**src/rtl/pit_bus_seq_if.sv**
```systemverilog
// Request/response handshake between a host and the pit_bus_seq 8254 bus sequencer.
// The host side uses the master modport and the sequencer uses the slave modport.
interface pit_bus_seq_if;
    logic        req_valid;
    logic        req_ready;
    logic        req_op;
    logic [1:0]  req_ch;
    logic [1:0]  req_rw;
    logic [2:0]  req_mode;
    logic        req_bcd;
    logic [15:0] req_count;
    logic        rsp_valid;
    logic [15:0] rsp_data;
    logic        rsp_err;

    modport master (
        output req_valid, req_op, req_ch, req_rw, req_mode, req_bcd, req_count,
        input  req_ready, rsp_valid, rsp_data, rsp_err
    );

    modport slave (
        input  req_valid, req_op, req_ch, req_rw, req_mode, req_bcd, req_count,
        output req_ready, rsp_valid, rsp_data, rsp_err
    );
endinterface

```
**src/rtl/pit_bus_seq.sv**
```systemverilog
// Turns one-shot program/read counter requests into 8254 control-word and data-byte
// bus cycles (setup, strobe, hold, gap), ending each transaction with a response pulse.
module pit_bus_seq #(
    parameter int unsigned STROBE_CYC = 2,
    parameter int unsigned SETUP_CYC  = 1,
    parameter int unsigned HOLD_CYC   = 1
) (
    input  logic        clk,
    input  logic        rst_n,
    pit_bus_seq_if.slave bus,
    output logic [7:0]  pit_di_o,
    input  logic [7:0]  pit_do_i,
    output logic        pit_cs_n_o,
    output logic        pit_rd_n_o,
    output logic        pit_wr_n_o,
    output logic [1:0]  pit_a_o
);

    typedef enum logic [2:0] {
        S_IDLE, S_SETUP, S_STROBE, S_HOLD, S_GAP, S_RESP
    } state_t;

    localparam logic [3:0] SETUP_LD  = 4'(SETUP_CYC - 1);
    localparam logic [3:0] STROBE_LD = 4'(STROBE_CYC - 1);
    localparam logic [3:0] HOLD_LD   = 4'(HOLD_CYC - 1);

    state_t      state_q, state_d;
    logic [3:0]  cnt_q, cnt_d;
    logic        alive_q;
    logic        op_q, op_d;
    logic [1:0]  ch_q, ch_d;
    logic [1:0]  rw_q, rw_d;
    logic [2:0]  mode_q, mode_d;
    logic        bcd_q, bcd_d;
    logic [15:0] count_q, count_d;
    logic [2:0]  mask_q, mask_d;
    logic [1:0]  cur_q, cur_d;
    logic        err_q, err_d;
    logic [15:0] data_q, data_d;
    logic [7:0]  di_q, di_d;

    logic        in_acc;
    logic        is_rd;
    logic [1:0]  rw_eff;
    logic [2:0]  rem;

    // Byte driven on Di for access idx: 0 = control word / latch command, 1 = LSB, 2 = MSB.
    function automatic logic [7:0] acc_byte(input logic op, input logic [1:0] ch,
                                            input logic [1:0] rw, input logic [2:0] mode,
                                            input logic bcd, input logic [15:0] count,
                                            input logic [1:0] idx);
        if (idx == 2'd0)      return op ? {ch, 6'b0} : {ch, rw, mode, bcd};
        else if (idx == 2'd1) return count[7:0];
        else                  return count[15:8];
    endfunction

    assign in_acc = (state_q == S_SETUP) || (state_q == S_STROBE) || (state_q == S_HOLD);
    assign is_rd  = op_q && (cur_q != 2'd0);
    assign rw_eff = (bus.req_op && bus.req_rw == 2'b00) ? 2'b11 : bus.req_rw;
    assign rem    = mask_q & ~(3'b001 << cur_q);

    always_ff @(posedge clk or negedge rst_n) begin
        if (!rst_n) begin
            state_q <= S_IDLE;
            cnt_q   <= '0;
            alive_q <= 1'b0;
            op_q    <= 1'b0;
            ch_q    <= '0;
            rw_q    <= '0;
            mode_q  <= '0;
            bcd_q   <= 1'b0;
            count_q <= '0;
            mask_q  <= '0;
            cur_q   <= '0;
            err_q   <= 1'b0;
            data_q  <= '0;
            di_q    <= '0;
        end else begin
            state_q <= state_d;
            cnt_q   <= cnt_d;
            alive_q <= 1'b1;
            op_q    <= op_d;
            ch_q    <= ch_d;
            rw_q    <= rw_d;
            mode_q  <= mode_d;
            bcd_q   <= bcd_d;
            count_q <= count_d;
            mask_q  <= mask_d;
            cur_q   <= cur_d;
            err_q   <= err_d;
            data_q  <= data_d;
            di_q    <= di_d;
        end
    end

    always_comb begin
        state_d = state_q;
        cnt_d   = cnt_q;
        op_d    = op_q;
        ch_d    = ch_q;
        rw_d    = rw_q;
        mode_d  = mode_q;
        bcd_d   = bcd_q;
        count_d = count_q;
        mask_d  = mask_q;
        cur_d   = cur_q;
        err_d   = err_q;
        data_d  = data_q;
        di_d    = di_q;

        case (state_q)
            S_IDLE: begin
                if (bus.req_valid && alive_q) begin
                    op_d    = bus.req_op;
                    ch_d    = bus.req_ch;
                    rw_d    = bus.req_rw;
                    mode_d  = bus.req_mode;
                    bcd_d   = bus.req_bcd;
                    count_d = bus.req_count;
                    data_d  = '0;
                    cur_d   = 2'd0;
                    err_d   = (bus.req_ch == 2'd3);
                    if (bus.req_ch == 2'd3) begin
                        state_d = S_RESP;
                    end else begin
                        mask_d  = {rw_eff, 1'b1};
                        cnt_d   = SETUP_LD;
                        di_d    = acc_byte(bus.req_op, bus.req_ch, bus.req_rw, bus.req_mode,
                                           bus.req_bcd, bus.req_count, 2'd0);
                        state_d = S_SETUP;
                    end
                end
            end
            S_SETUP: begin
                if (cnt_q == 4'd0) begin
                    cnt_d   = STROBE_LD;
                    state_d = S_STROBE;
                end else begin
                    cnt_d = cnt_q - 4'd1;
                end
            end
            S_STROBE: begin
                if (cnt_q == 4'd0) begin
                    // Do is captured on the edge that ends the strobe, while RD is still low.
                    if (is_rd && cur_q == 2'd1) data_d[7:0]  = pit_do_i;
                    if (is_rd && cur_q == 2'd2) data_d[15:8] = pit_do_i;
                    cnt_d   = HOLD_LD;
                    state_d = S_HOLD;
                end else begin
                    cnt_d = cnt_q - 4'd1;
                end
            end
            S_HOLD: begin
                if (cnt_q == 4'd0) begin
                    mask_d = rem;
                    if (rem == 3'b000) begin
                        state_d = S_RESP;
                    end else begin
                        cur_d   = rem[1] ? 2'd1 : 2'd2;
                        state_d = S_GAP;
                    end
                end else begin
                    cnt_d = cnt_q - 4'd1;
                end
            end
            S_GAP: begin
                cnt_d   = SETUP_LD;
                state_d = S_SETUP;
                if (!op_q) di_d = acc_byte(op_q, ch_q, rw_q, mode_q, bcd_q, count_q, cur_q);
            end
            S_RESP: begin
                state_d = S_IDLE;
            end
            default: begin
                state_d = S_IDLE;
            end
        endcase
    end

    // Bus pins decode straight from state so an asynchronous reset releases them at once.
    assign pit_cs_n_o = !in_acc;
    assign pit_a_o    = in_acc ? ((cur_q == 2'd0) ? 2'b11 : ch_q) : 2'b00;
    assign pit_wr_n_o = !((state_q == S_STROBE) && !is_rd);
    assign pit_rd_n_o = !((state_q == S_STROBE) && is_rd);
    assign pit_di_o   = di_q;

    assign bus.req_ready = (state_q == S_IDLE) && alive_q;
    assign bus.rsp_valid = (state_q == S_RESP);
    assign bus.rsp_err   = (state_q == S_RESP) && err_q;
    assign bus.rsp_data  = data_q;

endmodule
```
**src/flat_wrapper.sv**
```systemverilog
// flat-port wrapper written by rule: the top's interface ports become plain ports
module pit_bus_seq_flat 
#(
    parameter int unsigned STROBE_CYC = 2,
    parameter int unsigned SETUP_CYC  = 1,
    parameter int unsigned HOLD_CYC   = 1
)
  (clk, rst_n, pit_di_o, pit_do_i, pit_cs_n_o, pit_rd_n_o, pit_wr_n_o, pit_a_o, bus_req_valid, bus_req_op, bus_req_ch, bus_req_rw, bus_req_mode, bus_req_bcd, bus_req_count, bus_req_ready, bus_rsp_valid, bus_rsp_data, bus_rsp_err);
  pit_bus_seq_if bus_i ();
  input  logic clk;
  input  logic rst_n;
  output logic [7:0] pit_di_o;
  input  logic [7:0] pit_do_i;
  output logic pit_cs_n_o;
  output logic pit_rd_n_o;
  output logic pit_wr_n_o;
  output logic [1:0] pit_a_o;
  input wire logic [$bits(bus_i.req_valid)-1:0] bus_req_valid;
  input wire logic [$bits(bus_i.req_op)-1:0] bus_req_op;
  input wire logic [$bits(bus_i.req_ch)-1:0] bus_req_ch;
  input wire logic [$bits(bus_i.req_rw)-1:0] bus_req_rw;
  input wire logic [$bits(bus_i.req_mode)-1:0] bus_req_mode;
  input wire logic [$bits(bus_i.req_bcd)-1:0] bus_req_bcd;
  input wire logic [$bits(bus_i.req_count)-1:0] bus_req_count;
  output wire logic [$bits(bus_i.req_ready)-1:0] bus_req_ready;
  output wire logic [$bits(bus_i.rsp_valid)-1:0] bus_rsp_valid;
  output wire logic [$bits(bus_i.rsp_data)-1:0] bus_rsp_data;
  output wire logic [$bits(bus_i.rsp_err)-1:0] bus_rsp_err;
  assign bus_i.req_valid = bus_req_valid;
  assign bus_i.req_op = bus_req_op;
  assign bus_i.req_ch = bus_req_ch;
  assign bus_i.req_rw = bus_req_rw;
  assign bus_i.req_mode = bus_req_mode;
  assign bus_i.req_bcd = bus_req_bcd;
  assign bus_i.req_count = bus_req_count;
  assign bus_req_ready = bus_i.req_ready;
  assign bus_rsp_valid = bus_i.rsp_valid;
  assign bus_rsp_data = bus_i.rsp_data;
  assign bus_rsp_err = bus_i.rsp_err;
  pit_bus_seq #(.STROBE_CYC(STROBE_CYC), .SETUP_CYC(SETUP_CYC), .HOLD_CYC(HOLD_CYC)) u_core (.clk(clk), .rst_n(rst_n), .bus(bus_i), .pit_di_o(pit_di_o), .pit_do_i(pit_do_i), .pit_cs_n_o(pit_cs_n_o), .pit_rd_n_o(pit_rd_n_o), .pit_wr_n_o(pit_wr_n_o), .pit_a_o(pit_a_o));
endmodule
```
**config.mk**
```make
export PLATFORM = sky130hd
export DESIGN_NAME = pit_bus_seq_flat
export DESIGN_NICKNAME = d
export VERILOG_FILES = /design/src/rtl/pit_bus_seq_if.sv /design/src/rtl/pit_bus_seq.sv /design/src/flat_wrapper.sv
export SDC_FILE = /design/constraint.sdc
export NUM_CORES = 1
export LEC_CHECK = 0
export CAP_MARGIN = 15
export CORE_MARGIN = 2
export CORE_UTILIZATION = 46
export DETAILED_ROUTE_END_ITERATION = 16
export HOLD_SLACK_MARGIN = 0.02
export PLACE_DENSITY = 0.69
export SYNTH_ARGS = -nofsm -noshare
export SYNTH_HDL_FRONTEND = slang
export SYNTH_SLANG_ARGS = --single-unit
```
**constraint.sdc**
```tcl
create_clock -name clk -period 4.9 [get_ports clk]
set_input_delay 1.47 -clock clk [delete_from_list [all_inputs] [get_ports clk]]
set_output_delay 1.47 -clock clk [all_outputs]
set_load 0.005 [all_outputs]
```
==> metrics.md <==
| Metric | Value |
|---|---|
| DRC marker count from the first detailed-route iteration | 125 |
| DRC violations left | 0 |
| Post-placement worst setup slack | 1.624 ns |
| Width of the die | 87.09 um |
| Via count of the first global-routing pass | 2,453 |
| Tightest Hold Check Type | reg -> reg |
| Synth Area per Inst | 11.51 um2 |
| GP Congestion | 0.8295 |
| Worst-path clk slew | 0.07 ns |
| Maximum clock path buffer count | 2 |
| Worst-case headroom to the max-slew limit | 0.3762 |
| Category of cells accounting for the largest share of critical-path delay | flip-flops |
| Total clock buffers created by CTS | 9 |
| Gate Count Post-Synth | 276 |
| Biggest fanout along the worst timing path | 17 |
| Slowest CP cell | dfrtp_1 |
| Insertion delay to the later sink of the worst-skew pair | 0.33 ns |
| Number of flops mapped to enable cells by yosys | 0 |
| Gates resized, CTS repair | 0 |
| Vias per cell | 5.542 |
| Num Clock Sinks | 63 |
| Worst path max stage delay | 0.75 ns |
| Share of layout cells above drive strength 1 | 0.2213 |
| IR Drop Worst-Case VDD | 0.2714 mV |
| Wire length of the first global-routing pass | 11,470 um |
| Buffering stage count on the worst path with inverters included | 1 |
| Area Overhead vs Synth | 29.35% |
| Slew at the pin closest to its max-slew limit | 0.9316 ns |
| Max Transition Viols Final | 0 |
| Number of distinct standard cells referenced by the synthesized netlist | 43 |
| Terminus of the critical flop-to-flop path | u_core.pit_di_o[6] |
| Sum of net half-perimeters after detailed placement | 4906 um |
| Post-CTS Repair Setup Buffers | 0 |
| Post-layout minimum cycle time | 3.594 ns |
| Crit path capture type | primary output |
| Reg-to-Reg Start | u_core.state_q[2] |
| GR Util All Layers | 0.1941 |
| Sequential share of the synthesized area | 0.4965 |
| Biggest area contributors in the synthesized netlist | dfrtp_1 50%, mux2_2 18%, mux2i_1 3.5% |
| CP Launch Type | flip-flop |
| Initial cell density of the core | 0.4726 |
| Timing startpoint of the critical path | u_core.state_q[0] |
| Die area | 7584 um2 |
| Number of diodes added for antenna fixing | 0 |
| WL/cell | 15.92 um |
| Most repeated cell in the gate-level netlist after synthesis | dfrtp_1 |
| Cell count along the critical path | 3 |
| Largest net degree at the start of global routing | 41 |
| Post-layout power | 2.427 mW |
| Total global routing overflow | 0 |
| Final Hold Vio Count | 0 |
| Cell type contributing the most total cell area after synthesis | dfrtp_1 |
| Worst Path Required | 3.43 ns |
| R2R setup slack | 2.43 ns |
| Clk Tree Root Cell | clkbuf_8 |
| PD cells | 590.8 nW/um2 |
| Arrival time of data at the critical path endpoint | 2.12 ns |
| Leak Pwr | 1.769 nW |
| Cell count after placement | 412 |
| I/O pins | 68 |
| Post-route fraction of the period consumed by the critical path | 0.7334 |
| Die boundary height | 87.09 um |
| Achievable Freq | 0.2783 GHz |
| Cell breakdown of the critical path | o21bai_1 > nor2_1 > clkdlybuf4s50_1 |
| Worst Reg-to-Reg Cells | 3 |
| Number of hold buffers added after cts | 0 |
| CTS tree | built |
| Number of nets produced by synthesis | 314 |
| Total number of nets in the final design | 381 |
| Setup Total Neg Slack | 0 ns |
| Max cap viols | 0 |
| H-Tree Level Count | 3 |
| Clock tree skew after final layout | 0.01015 ns |
| Number of synthesized register bits | 63 |
| Antenna violations before repair | 0 |
| Area of the mapped netlist | 3176 um2 |
| Number of setup violations in the final report | 0 |
| Total of buffers placed on input and output ports | 67 |
| ANT nets after route | 0 |
| Ys flop type | dfrtp_1 |
| Vias after detailed routing | 2,372 |
| Setup repair after global routing missed its margin | no |
| Worst setup slack after layout | 1.306 ns |
| Status | completed |
| Final-layout worst hold slack | 0.5054 ns |
| Number of iterations in the first detailed-routing pass | 4 |
| Placeable Area | 6719 um2 |
| Fraction of synthesized cell area taken by the top area cell type | 0.4965 |
| Total routed wirelength | 6815 um |
| Top cells by count, synth | 63 x dfrtp_1, 51 x mux2_2, 16 x nand2_1 |
| Post-synthesis async set-or-reset flop share | 1.000 |
| Critical path class | reg -> out |
| Yosys warns | 0 |
| Number of rows created at floorplan | 30 |
| CP Capture Point | pit_a_o[1] |
| Final std cells w/o fill | 428 |
[logic make-up after synthesis]
logic type,after synthesis,share of synthesized area
mux,62,0.2155
xor+xnor,1,0.002759
flops,63,0.4965
buf+inv,23,0.03349
other cells,1,0.001181
simple gates,73,0.1355
fa+ha+maj,2,0.007879
compound gates,51,0.1072
[stage by stage]
step	utilization	cell area [um2]
floorplan	-	3176
global placement	0.5799	3896
detailed placement	0.5799	3896
CTS	0.6114	4108
global route	0.6114	4108
finish	0.6114	4108
[power by group]
| part | switching [mW] | internal, mW | leakage, nW |
|---|---|---|---|
| logic | 0.373 | 0.580 | 0.858 |
| clock network | 0.195 | 0.286 | 0.110 |
| registers | 0.238 | 0.755 | 0.800 |
[cell usage in the layout (no fill, tap or decap), drive strengths merged, types with 2 or more instances in the layout]
cell	synthesis	final
clkdlybuf4s50	0	66
dfrtp	63	63
mux2	51	51
nand2	16	16
nor2	14	14
and2	13	13
o21ai	13	13
mux2i	11	11
a21oi	10	10
inv	9	10
clkbuf	6	10
nor3b	8	8
nand2b	5	5
nor3	5	5
nor2b	4	4
o31ai	4	4
buf	8	4
o21bai	3	3
a31oi	3	3
clkinv	0	3
and3b	2	2
nand3b	2	2
a32oi	2	2
a211oi	2	2
a21o	2	2
o2111ai	2	2
o2bb2ai	2	2
o211ai	2	2
ha	2	2
bufinv	0	2
[flip-flops by register name, indices dropped and copies added (netlist names)]
signal and count:
u_core.alive_q 1, u_core.cnt_q 4, u_core.state_q 3, u_core.count_q 16, u_core.ch_q 2, u_core.op_q 1
u_core.pit_di_o 8, u_core.rw_q 2, u_core.cur_q 2, u_core.bus.rsp_data 16, u_core.err_q 1, u_core.bcd_q 1
u_core.mask_q 3, u_core.mode_q 3
[how the worst min path moves through the flow]
stage / startpoint / to / slack, ns / cells past startpoint
final: u_core.count_q[13] / u_core.count_q[13] / 0.51 / 1
after global routing: u_core.count_q[13] / u_core.count_q[13] / 0.52 / 1
after CTS: u_core.rw_q[1] / u_core.rw_q[1] / 0.51 / 1
after detailed placement: u_core.rw_q[1] / u_core.rw_q[1] / 0.49 / 1
after global placement: u_core.count_q[13] / u_core.count_q[13] / 0.48 / 1
after floorplan: u_core.count_q[12] / u_core.count_q[12] / 0.47 / 1
[layout make-up]
type	count	area [um2]
clock inverters	6	83.83
repair buffers	70	688.2
well taps	80	100.1
inverters	9	33.78
clock buffers	10	127.6
fillers	562	2611
flip-flops and latches	63	1577
multi-input cells	190	1498
[routing by layer]
metal	vias up	global-route usage	share of wire
met1	1156	0.2489	0.45
met2	73	0.3192	0.49
li1	1128	-	-
met4	0	0.07813	0.020
met5	-	0	0
met3	15	0.04265	0.049
(Power assumes the default switching activity.)
